**config.mk**
```make
export PLATFORM = sky130hd
export DESIGN_NAME = ram_mmio_responder
export DESIGN_NICKNAME = d
export VERILOG_FILES = /design/src/rtl/ram_mmio_responder_pkg.sv /design/src/rtl/console_fifo.sv /design/src/rtl/ram_mmio_responder.sv
export SDC_FILE = /design/constraint.sdc
export NUM_CORES = 2
export LEC_CHECK = 0
export ABC_AREA = 1
export BUFFER_PORTS_ARGS = -buffer_cell sky130_fd_sc_hd__clkbuf_2
export CAP_MARGIN = 0
export CORE_MARGIN = 5
export CORE_UTILIZATION = 25
export DETAILED_ROUTE_END_ITERATION = 16
export GPL_ROUTABILITY_DRIVEN = 0
export PLACE_DENSITY = 0.48
export SYNTH_ARGS = -nofsm -noshare
export SYNTH_HDL_FRONTEND = slang
export SYNTH_SLANG_ARGS = --single-unit
```
**constraint.sdc**
```tcl
create_clock -name clk -period 4.8 [get_ports clk]
set_input_delay 0.96 -clock clk [delete_from_list [all_inputs] [get_ports clk]]
set_output_delay 0.96 -clock clk [all_outputs]
set_load 0.1 [all_outputs]
```
**src/rtl/ram_mmio_responder_pkg.sv**
```systemverilog
// Shared constants for the minicpu data-RAM responder.
// Covers the MMIO register addresses, CONS_STAT bit positions and the address-window decode.
package ram_mmio_responder_pkg;

  localparam logic [7:0] MMIO_BASE   = 8'hF0;
  localparam logic [7:0] CONS_DATA_A = 8'hFC;
  localparam logic [7:0] CONS_STAT_A = 8'hFD;
  localparam logic [7:0] CYC_LO_A    = 8'hFE;
  localparam logic [7:0] HALT_A      = 8'hFF;

  localparam int STAT_FULL_BIT  = 0;
  localparam int STAT_EMPTY_BIT = 1;
  localparam int STAT_OVF_BIT   = 2;
  localparam int STAT_CNT_LSB   = 4;

  localparam int CYC_W = 16;

  typedef enum logic [2:0] {
    SEL_RAM,
    SEL_RSVD,
    SEL_CONS_DATA,
    SEL_CONS_STAT,
    SEL_CYC_LO,
    SEL_HALT
  } sel_e;

  // The MMIO window is always the top 16 addresses, so only the low nibble picks the register.
  function automatic sel_e decode_sel(input logic in_mmio, input logic [3:0] off);
    if (!in_mmio) return SEL_RAM;
    case (off)
      CONS_DATA_A[3:0]: return SEL_CONS_DATA;
      CONS_STAT_A[3:0]: return SEL_CONS_STAT;
      CYC_LO_A[3:0]:    return SEL_CYC_LO;
      HALT_A[3:0]:      return SEL_HALT;
      default:          return SEL_RSVD;
    endcase
  endfunction

endpackage

```
**src/rtl/console_fifo.sv**
```systemverilog
// Synchronous FIFO for console bytes; a push becomes visible at the head one cycle later (no fall-through).
// A push while full is taken only when a pop shares the same edge; otherwise it is refused.
module console_fifo #(
  parameter int DATA_W = 8,
  parameter int DEPTH  = 4
) (
  input  logic                   clk,
  input  logic                   rst,
  input  logic                   push,
  input  logic [DATA_W-1:0]      push_data,
  input  logic                   pop,
  output logic                   full,
  output logic                   empty,
  output logic [$clog2(DEPTH):0] count,
  output logic [DATA_W-1:0]      head
);

  localparam int PTR_W = $clog2(DEPTH);
  localparam int CNT_W = PTR_W + 1;

  logic [DATA_W-1:0] mem [DEPTH];
  logic [PTR_W-1:0]  wr_ptr;
  logic [PTR_W-1:0]  rd_ptr;
  logic              do_push;
  logic              do_pop;

  assign empty   = (count == '0);
  assign full    = (count == CNT_W'(DEPTH));
  assign do_pop  = pop & ~empty;
  assign do_push = push & (~full | do_pop);
  assign head    = empty ? '0 : mem[rd_ptr];

  always_ff @(posedge clk or posedge rst) begin
    if (rst) begin
      wr_ptr <= '0;
      rd_ptr <= '0;
      count  <= '0;
    end else begin
      if (do_push) wr_ptr <= wr_ptr + PTR_W'(1);
      if (do_pop)  rd_ptr <= rd_ptr + PTR_W'(1);
      if (do_push && !do_pop)      count <= count + CNT_W'(1);
      else if (do_pop && !do_push) count <= count - CNT_W'(1);
    end
  end

  always_ff @(posedge clk) begin
    if (do_push) mem[wr_ptr] <= push_data;
  end

endmodule

```
**src/rtl/ram_mmio_responder.sv**
```systemverilog
// minicpu data-RAM bus responder: RAM below a top-16 MMIO window (console FIFO, status, cycle count, halt).
// Reads are combinational, writes commit on the strobed edge; console pushes into a full FIFO are dropped and flagged.
module ram_mmio_responder
  import ram_mmio_responder_pkg::*;
#(
  parameter int ADDR_W     = 8,
  parameter int DATA_W     = 8,
  parameter int FIFO_DEPTH = 4
) (
  input  logic              clk,
  input  logic              rst,
  input  logic [ADDR_W-1:0] addr,
  input  logic [DATA_W-1:0] d_in,
  output logic [DATA_W-1:0] d_out,
  input  logic              rd_,
  input  logic              wr_,
  output logic [DATA_W-1:0] cons_data,
  output logic              cons_valid,
  input  logic              cons_ready,
  output logic              halt
);

  localparam int RAM_SIZE = 2**ADDR_W - 16;
  localparam int CNT_W    = $clog2(FIFO_DEPTH) + 1;

  logic [DATA_W-1:0] ram [RAM_SIZE];

  sel_e              sel;
  logic              in_mmio;
  logic              rd_en;
  logic              wr_en;
  logic              cons_push;
  logic              cons_pop;
  logic              push_drop;
  logic              stat_rd;
  logic              fifo_full;
  logic              fifo_empty;
  logic [CNT_W-1:0]  fifo_count;
  logic              overflow;
  logic [CYC_W-1:0]  cyc_cnt;
  logic [7:0]        cyc_lo;
  logic [7:0]        stat;
  logic [DATA_W-1:0] rd_val;

  assign in_mmio = &addr[ADDR_W-1:4];
  assign sel     = decode_sel(in_mmio, addr[3:0]);
  assign rd_en   = ~rd_;
  assign wr_en   = ~wr_;

  assign cons_push  = wr_en & (sel == SEL_CONS_DATA);
  assign cons_valid = ~fifo_empty;
  assign cons_pop   = cons_valid & cons_ready;
  assign push_drop  = cons_push & fifo_full & ~cons_pop;
  assign stat_rd    = rd_en & (sel == SEL_CONS_STAT);

  console_fifo #(
    .DATA_W (DATA_W),
    .DEPTH  (FIFO_DEPTH)
  ) u_console_fifo (
    .clk       (clk),
    .rst       (rst),
    .push      (cons_push),
    .push_data (d_in),
    .pop       (cons_pop),
    .full      (fifo_full),
    .empty     (fifo_empty),
    .count     (fifo_count),
    .head      (cons_data)
  );

  always_ff @(posedge clk) begin
    if (wr_en && sel == SEL_RAM) ram[addr] <= d_in;
  end

  // A dropped push outranks the clear-on-read so an overflow is never lost.
  always_ff @(posedge clk or posedge rst) begin
    if (rst)            overflow <= 1'b0;
    else if (push_drop) overflow <= 1'b1;
    else if (stat_rd)   overflow <= 1'b0;
  end

  always_ff @(posedge clk or posedge rst) begin
    if (rst)                           halt <= 1'b0;
    else if (wr_en && sel == SEL_HALT) halt <= 1'b1;
  end

  always_ff @(posedge clk or posedge rst) begin
    if (rst)        cyc_cnt <= '0;
    else if (!halt) cyc_cnt <= cyc_cnt + CYC_W'(1);
  end

  assign cyc_lo = 8'(cyc_cnt);

  always_comb begin
    stat                       = '0;
    stat[STAT_FULL_BIT]        = fifo_full;
    stat[STAT_EMPTY_BIT]       = fifo_empty;
    stat[STAT_OVF_BIT]         = overflow;
    stat[STAT_CNT_LSB +: 4]    = 4'(fifo_count);
  end

  // Simultaneous rd_/wr_ naturally returns the pre-write value: RAM and registers update only at the edge.
  always_comb begin
    rd_val = '0;
    case (sel)
      SEL_RAM:       rd_val = ram[addr];
      SEL_CONS_STAT: rd_val = DATA_W'(stat);
      SEL_CYC_LO:    rd_val = DATA_W'(cyc_lo);
      SEL_HALT:      rd_val = DATA_W'(halt);
      default:       rd_val = '0;
    endcase
    d_out = rd_en ? rd_val : '0;
  end

endmodule

```
Word-level counts from Yosys, hierarchy flattened --
Memories as Yosys holds them, arrays and structs flattened. Index checks and enable logic that the tools add are counted. W data, S select, Z words.
Storage, ports and cells: memories 2, bits in registers 25, RAM bits 1952, input port bits 21, output and inout port bits 18
Memories:
- ram | depth 240, bits a word 8, read ports 1, clocked after memory_dff 0, write ports 1, line ram_mmio_responder.sv:26 | logic [DATA_W-1:0] ram [RAM_SIZE];
- u_console_fifo.mem | depth 4, bits a word 8, read ports 1, clocked after memory_dff 0, write ports 1, line console_fifo.sv:21 | logic [DATA_W-1:0] mem [DEPTH];
Operators by class: reduce and logical (&&, ||, !) cells 11, $add $sub $neg 5, mux-type cells 13, eq/ne operators 9, bitwise logic cells 13
Operators with widths (number):
- $pmux W8 S4 | 1
- $add A16 B1 Y16 const B | 1
- $eq A4 B4 Y1 const B | 4
- $mux W8 | 2
- $pmux W3 S4 | 1
- $eq A3 B3 Y1 const B | 3
- $mux W3 | 3
- $and A1 B1 Y1 | 7
- $eq A3 B2 Y1 const B | 2
- $logic_not A3 Y1 | 2
- $mux W1 | 6
- $not A1 Y1 | 5
- $add A2 B1 Y2 const B | 2
- $logic_and A1 B1 Y1 | 4
- $reduce_and A4 Y1 | 1
- $reduce_bool A2 Y1 | 2
- $add A3 B1 Y3 const B | 1
- $sub A3 B1 Y3 const B | 1
- $logic_not A1 Y1 | 2
- $or A1 B1 Y1 | 1

Longest topological paths before layout --
depth in word-level cells 10, mapped depth 19

By module --
Synthesis repeated with hierarchy kept, for this count alone.
Unflattened totals: cells, all modules 7612, area, all modules 81818.5 µm²
By module, submodules not included:
- ram_mmio_responder | area an instance 79981.7 µm², sequential area each 57905.5 µm², times used 1, cells each 7427
- console_fifo | area an instance 1836.8 µm², sequential area each 1136.1 µm², times used 1, cells each 185

Least setup slack after synthesis --
OpenSTA, ideal clock, no wires.
path kind input to output, start point in addr[0], end point out d_out[1], arrival time 3717 ps, path slack 123 ps, path buffers 4, cell stages on the path 19, path through buf_4 inv_2 buf_6 buf_6 buf_2 nand2_1 nand2_1 nand2_1 nand2_1 nand2_1 nand2_1 nor2_1 nor2_1 nor2_1 nand2_1 nand2_1 nand2_1 o21ai_1 a21oi_1
On the way: cells in the longest elaborated chain, start to end 6, elaborated cells between the ends (all ways) 13, those cells by class eq/ne (7); mux (4); reduce/logical (1); memory (1)
Ends and longest elaborated chain:
- from (decl) | line ram_mmio_responder.sv:12 | input logic [ADDR_W-1:0] addr,
- parallel branches: the longest is 4 deep, another holds $mem_v2 Z240 W8
- $pmux W8 S4 * | line ram_mmio_responder.sv:105 | case (sel)
- $mux W8 * | line ram_mmio_responder.sv:112 | d_out = rd_en ? rd_val : '0;
- to (decl) | line ram_mmio_responder.sv:14 | output logic [DATA_W-1:0] d_out,
Mark *: on every way between the ends.

Worst setup path after layout --
start point in addr[0], end point out d_out[5]
Same word-level chain as after synthesis.

==> qor_table.md <==
| Quantity | This run |
| --- | --- |
| Clock tree root buffer cell | sky130_fd_sc_hd__clkbuf_16 |
| Run status | complete, no violations |
| Maximum operating frequency | 0.210 GHz |
| Depth of the worst register-to-register path | 8 |
| Clock latency at the later pin of the worst-skew pair | 0.87 ns |
| Sequential share of power | 48.7% |
| Violation count after the first detailed-routing iteration | 4,788 |
| Routed wire length | 250 mm |
| Synthesized flop and latch total | 1,969 |
| Aggregate global routing overflow | 0 |
| Switching part of the total | 24.2% |
| Warning count from the yosys run | 0 |
| Internal reg-to-reg setup slack | 2.14 ns |
| Average routed wire per standard cell | 20.4 µm |
| Relative max-transition margin | 28.1% |
| Netlist Area Pre-Place | 0.0811 mm² |
| Compound-cell area share of the yosys netlist | 1.14% |
| Syn Nets | 7,528 |
| Share of synthesized cell area in full adder, half adder and majority cells | 0.117% |
| Switching power of the nets | 0.00946 W |
| Hold buffers post-CTS | 0 |
| Met2 Routed Length | 118 mm |
| Number of maximum-capacitance violations | 0 |
| Worst IR Drop VDD | 0.530 mV |
| Maximum number of pins on one net before global-route repair | 124 |
| Layout fillers | 33,300 |
| Total Die Area | 0.336 mm² |
| First-pass GRT wire length | 361 mm |
| Detail Route met3 WL | 14.0 mm |
| Share of synthesized area spent on multiplexers | 0.0139% |
| Number of setup violations in the final report | 0 |
| Ratio of cells with drive above 1 in the final layout | 10.7% |
| Post-DR vias/cell | 4.40 |
| Startpoint type of the worst setup path | input port |
| Final instance area | 0.0972 mm² |
| Number of H-tree branching levels | 4 |
| Iteration count of the initial detailed-routing pass | 5 |
| Met1 routed wirelength after detailed routing | 112 mm |
| Combinational share of power | 8.4% |
| Minimum period implied by the final worst setup slack | 4.75 ns |
| Power density relative to cell area | 402 mW/mm² |
| Clock transition at the registers of the reported paths | 0.06 ns |
| Detailed placer's ending HPWL | 152 mm |
| WP data required | 3.84 ns |
| Combinational family with the most area after synthesis | simple AND/OR/NAND/NOR gates |
| Basic-gate share of the synthesized area counting and, or, nand and nor cells | 23.2% |
| Number of instances in the synthesized netlist | 7,500 |
| Area overhead of the layout relative to synthesis | 19.8% |
| Number of hold violations in the final report | 0 |
| Maximum fanout encountered on the critical timing path | 10 |
| Post-place instance area | 0.0890 mm² |
| Cell leakage power | 37.0 nW |
| Number of unique standard cell types used by synthesis | 31 |
| Total DRC errors in the routed layout | 0 |
| Reg-to-Reg End | u_console_fifo.count[1] |
| Vias in the first global route | 53,500 |
| Synthesized area per cell | 10.8 µm² |
| Hold/Removal Path Class | in -> async |
| Sequential area share after synthesis | 72.8% |
| Number of buffers inserted by port buffering | 38 |
| Total via count in the routed design | 54,000 |
| Total routing resource utilization after global routing | 14.3% |
| Max-slew violation count | 0 |
| Fin Clk Skew | 0.0183 ns |
| Clk network pwr share | 42.9% |
| Final net count | 7,793 |
| Number of antenna violations at the first check in global routing | 9 |
| Clock tree from TritonCTS | built |
| Height of the chip | 580 µm |
| Type of the worst setup path | in -> out |
| Number of nets with antenna violations after detailed routing | 0 |
| Highest routed metal layer | met4 |
| Period utilisation layout | 99.1% |
| Chip Width | 580 µm |
| Number of core rows | 209 |
| Effective utilization at floorplan | 25.0% |
| Launch instance of the worst register-to-register path | u_console_fifo.count[0] |
| CP Data Arrival Time | 3.79 ns |
| Max Root-Sink Buffers | 3 |
| Area share of xor/xnor cells in the synthesized design | 0.130% |
| Total clock buffers created by CTS | 209 |
| Worst hold margin | 0.169 ns |
| Placeable core region | 0.324 mm² |
| Endpoint type of the worst setup path | primary output |
| Transition time at the pin with the least slew margin | 1.08 ns |
| Clock sink count | 1,969 |
| RSZ-0062 raised after global routing | true |
| Num ports | 39 |
| Internal power | 0.0296 W |
[final cells by class]
| type | instances | area (µm²) | share of cell area, % |
|---|---|---|---|
| Clock buffer | 247 | 5410 | 5.57 |
| Antenna cell | 4 | 10.0 | 0.0103 |
| Inverter | 53 | 264 | 0.272 |
| Tap cell | 4325 | 5410 | 5.57 |
| Timing Repair Buffer | 436 | 4980 | 5.12 |
| Timing Repair inverter | 2 | 22.5 | 0.0232 |
| Multi-Input combinational cell | 5094 | 20300 | 20.9 |
| Sequential cell | 1969 | 59000 | 60.8 |
| Clock inverter | 136 | 1680 | 1.72 |
[power groups by stage]
stage / logic, W / clock network, W / registers (W)
6_report: 0.00329 / 0.0167 / 0.0190
5_1_grt: 0.00354 / 0.0178 / 0.0190
4_1_cts: 0.00322 / 0.0170 / 0.0190
3_5_place_dp: 0.00317 / 0 / 0.0194
3_3_place_gp: 0.00317 / 0 / 0.0194
2_1_floorplan: 0.00176 / 0 / 0.0193
[routing by layer]
| layer | track usage [%] | vias to the layer above |
|---|---|---|
| met5 | 0 | - |
| met4 | 3.71 | 0 |
| met3 | 2.01 | 297 |
| met2 | 23.7 | 1551 |
| met1 | 19.7 | 26800 |
| li1 | - | 25400 |
[registers in the layout, summed over array words and instances (netlist names)]
signal                 flops
u_console_fifo.count       3
u_console_fifo.mem        32
ram                     1920
overflow                   1
u_console_fifo.wr_ptr      2
cyc_cnt                    8
halt                       1
u_console_fifo.rd_ptr      2
[stage by stage]
step | setup slack [ns] | total power, W | utilization, % | instances | setup TNS (ns)
final | 0.0454 | 0.0390 | 30.0 | 12300 | 0
after global routing | -0.0241 | 0.0403 | 30.0 | 12300 | -0.0609
after CTS | 0.000326 | 0.0393 | 29.8 | 12200 | 0
after detailed placement | -0.386 | 0.0226 | 27.5 | 11800 | -1.80
after global placement | -0.408 | 0.0225 | 27.5 | 11800 | -1.90
after floorplan | 0.123 | 0.0211 | - | 7500 | 0
[cell usage after synthesis (all sizes together)]
cell / n / area [µm²]
a21oi: 26 / 134
a221oi: 1 / 8.76
a22o: 3 / 26.3
a22oi: 64 / 480
buf: 270 / 1440
clkbuf: 114 / 428
clkinv: 4 / 15.0
dfrtp: 17 / 425
edfxtp: 1952 / 58600
fa: 1 / 20.0
ha: 6 / 75.1
inv: 49 / 186
mux2: 1 / 11.3
nand2: 4149 / 15600
nand3: 141 / 706
nand4: 67 / 419
nor2: 563 / 2120
nor3: 5 / 30.0
o21ai: 55 / 275
xnor2: 4 / 35.0
xor2: 8 / 70.1
[layout by cell type (no fill, tap or decap), drive strengths merged]
cell type     n
nand2      4149
edfxtp     1952
nor2        563
buf         403
clkbuf      277
nand3       141
clkinv       91
nand4        67
a22oi        64
inv          59
o21ai        55
bufinv       31
a21oi        26
dfrtp        17
clkinvlp     10
xor2          8
ha            6
nor3          5
diode         4
xnor2         4
a22o          3
bufbuf        3
a221oi        1
mux2          1
fa            1
[critical path: stages]
cell,delay [ns]
sky130_fd_sc_hd__buf_16,0.14
sky130_fd_sc_hd__buf_16,0.18
sky130_fd_sc_hd__nand2_2,0.13
sky130_fd_sc_hd__inv_8,0.10
sky130_fd_sc_hd__buf_4,0.17
sky130_fd_sc_hd__buf_4,0.17
sky130_fd_sc_hd__nand2_1,0.07
sky130_fd_sc_hd__nand4_1,0.10
sky130_fd_sc_hd__nand2_1,0.08
sky130_fd_sc_hd__nand2_1,0.05
sky130_fd_sc_hd__o21ai_0,0.41
sky130_fd_sc_hd__nand2_1,0.19
sky130_fd_sc_hd__nor2_1,0.26
sky130_fd_sc_hd__nand2_1,0.14
sky130_fd_sc_hd__o21ai_4,0.20
sky130_fd_sc_hd__a21oi_2,0.08
sky130_fd_sc_hd__buf_4,0.15
sky130_fd_sc_hd__buf_12,0.15
[logic make-up (layout without fill, tap and decap cells)]
family,Yosys count,count (layout)
adder cells (fa/ha/maj),7,7
buffers and inverters,437,874
flip-flops,1969,1969
AO/OA/AOI/OAI,149,149
AND/OR/NAND/NOR,4925,4925
multiplexers,1,1
XOR/XNOR,12,12
other,0,4
[worst max-delay path by stage]
stage	startpoint	slack, ns	end	cells after the start
floorplan	addr[0]	0.12	d_out[1]	19
global placement	addr[0]	-0.41	d_out[7]	20
detailed placement	addr[0]	-0.39	d_out[7]	20
CTS	addr[0]	0.0003	d_out[5]	18
global route	addr[0]	-0.02	d_out[5]	21
finish	addr[0]	0.05	d_out[5]	18
[timing repair]
action | in CTS | in global routing
gates resized for setup | 39 | 77
hold endpoints to repair | 0 | 0
gates cloned | 3 | 12
endpoints found under the setup margin | 8 | 8
setup buffers | 4 | 21
pin swaps | 7 | 23
Note: power is estimated with default switching activity, not from simulation.
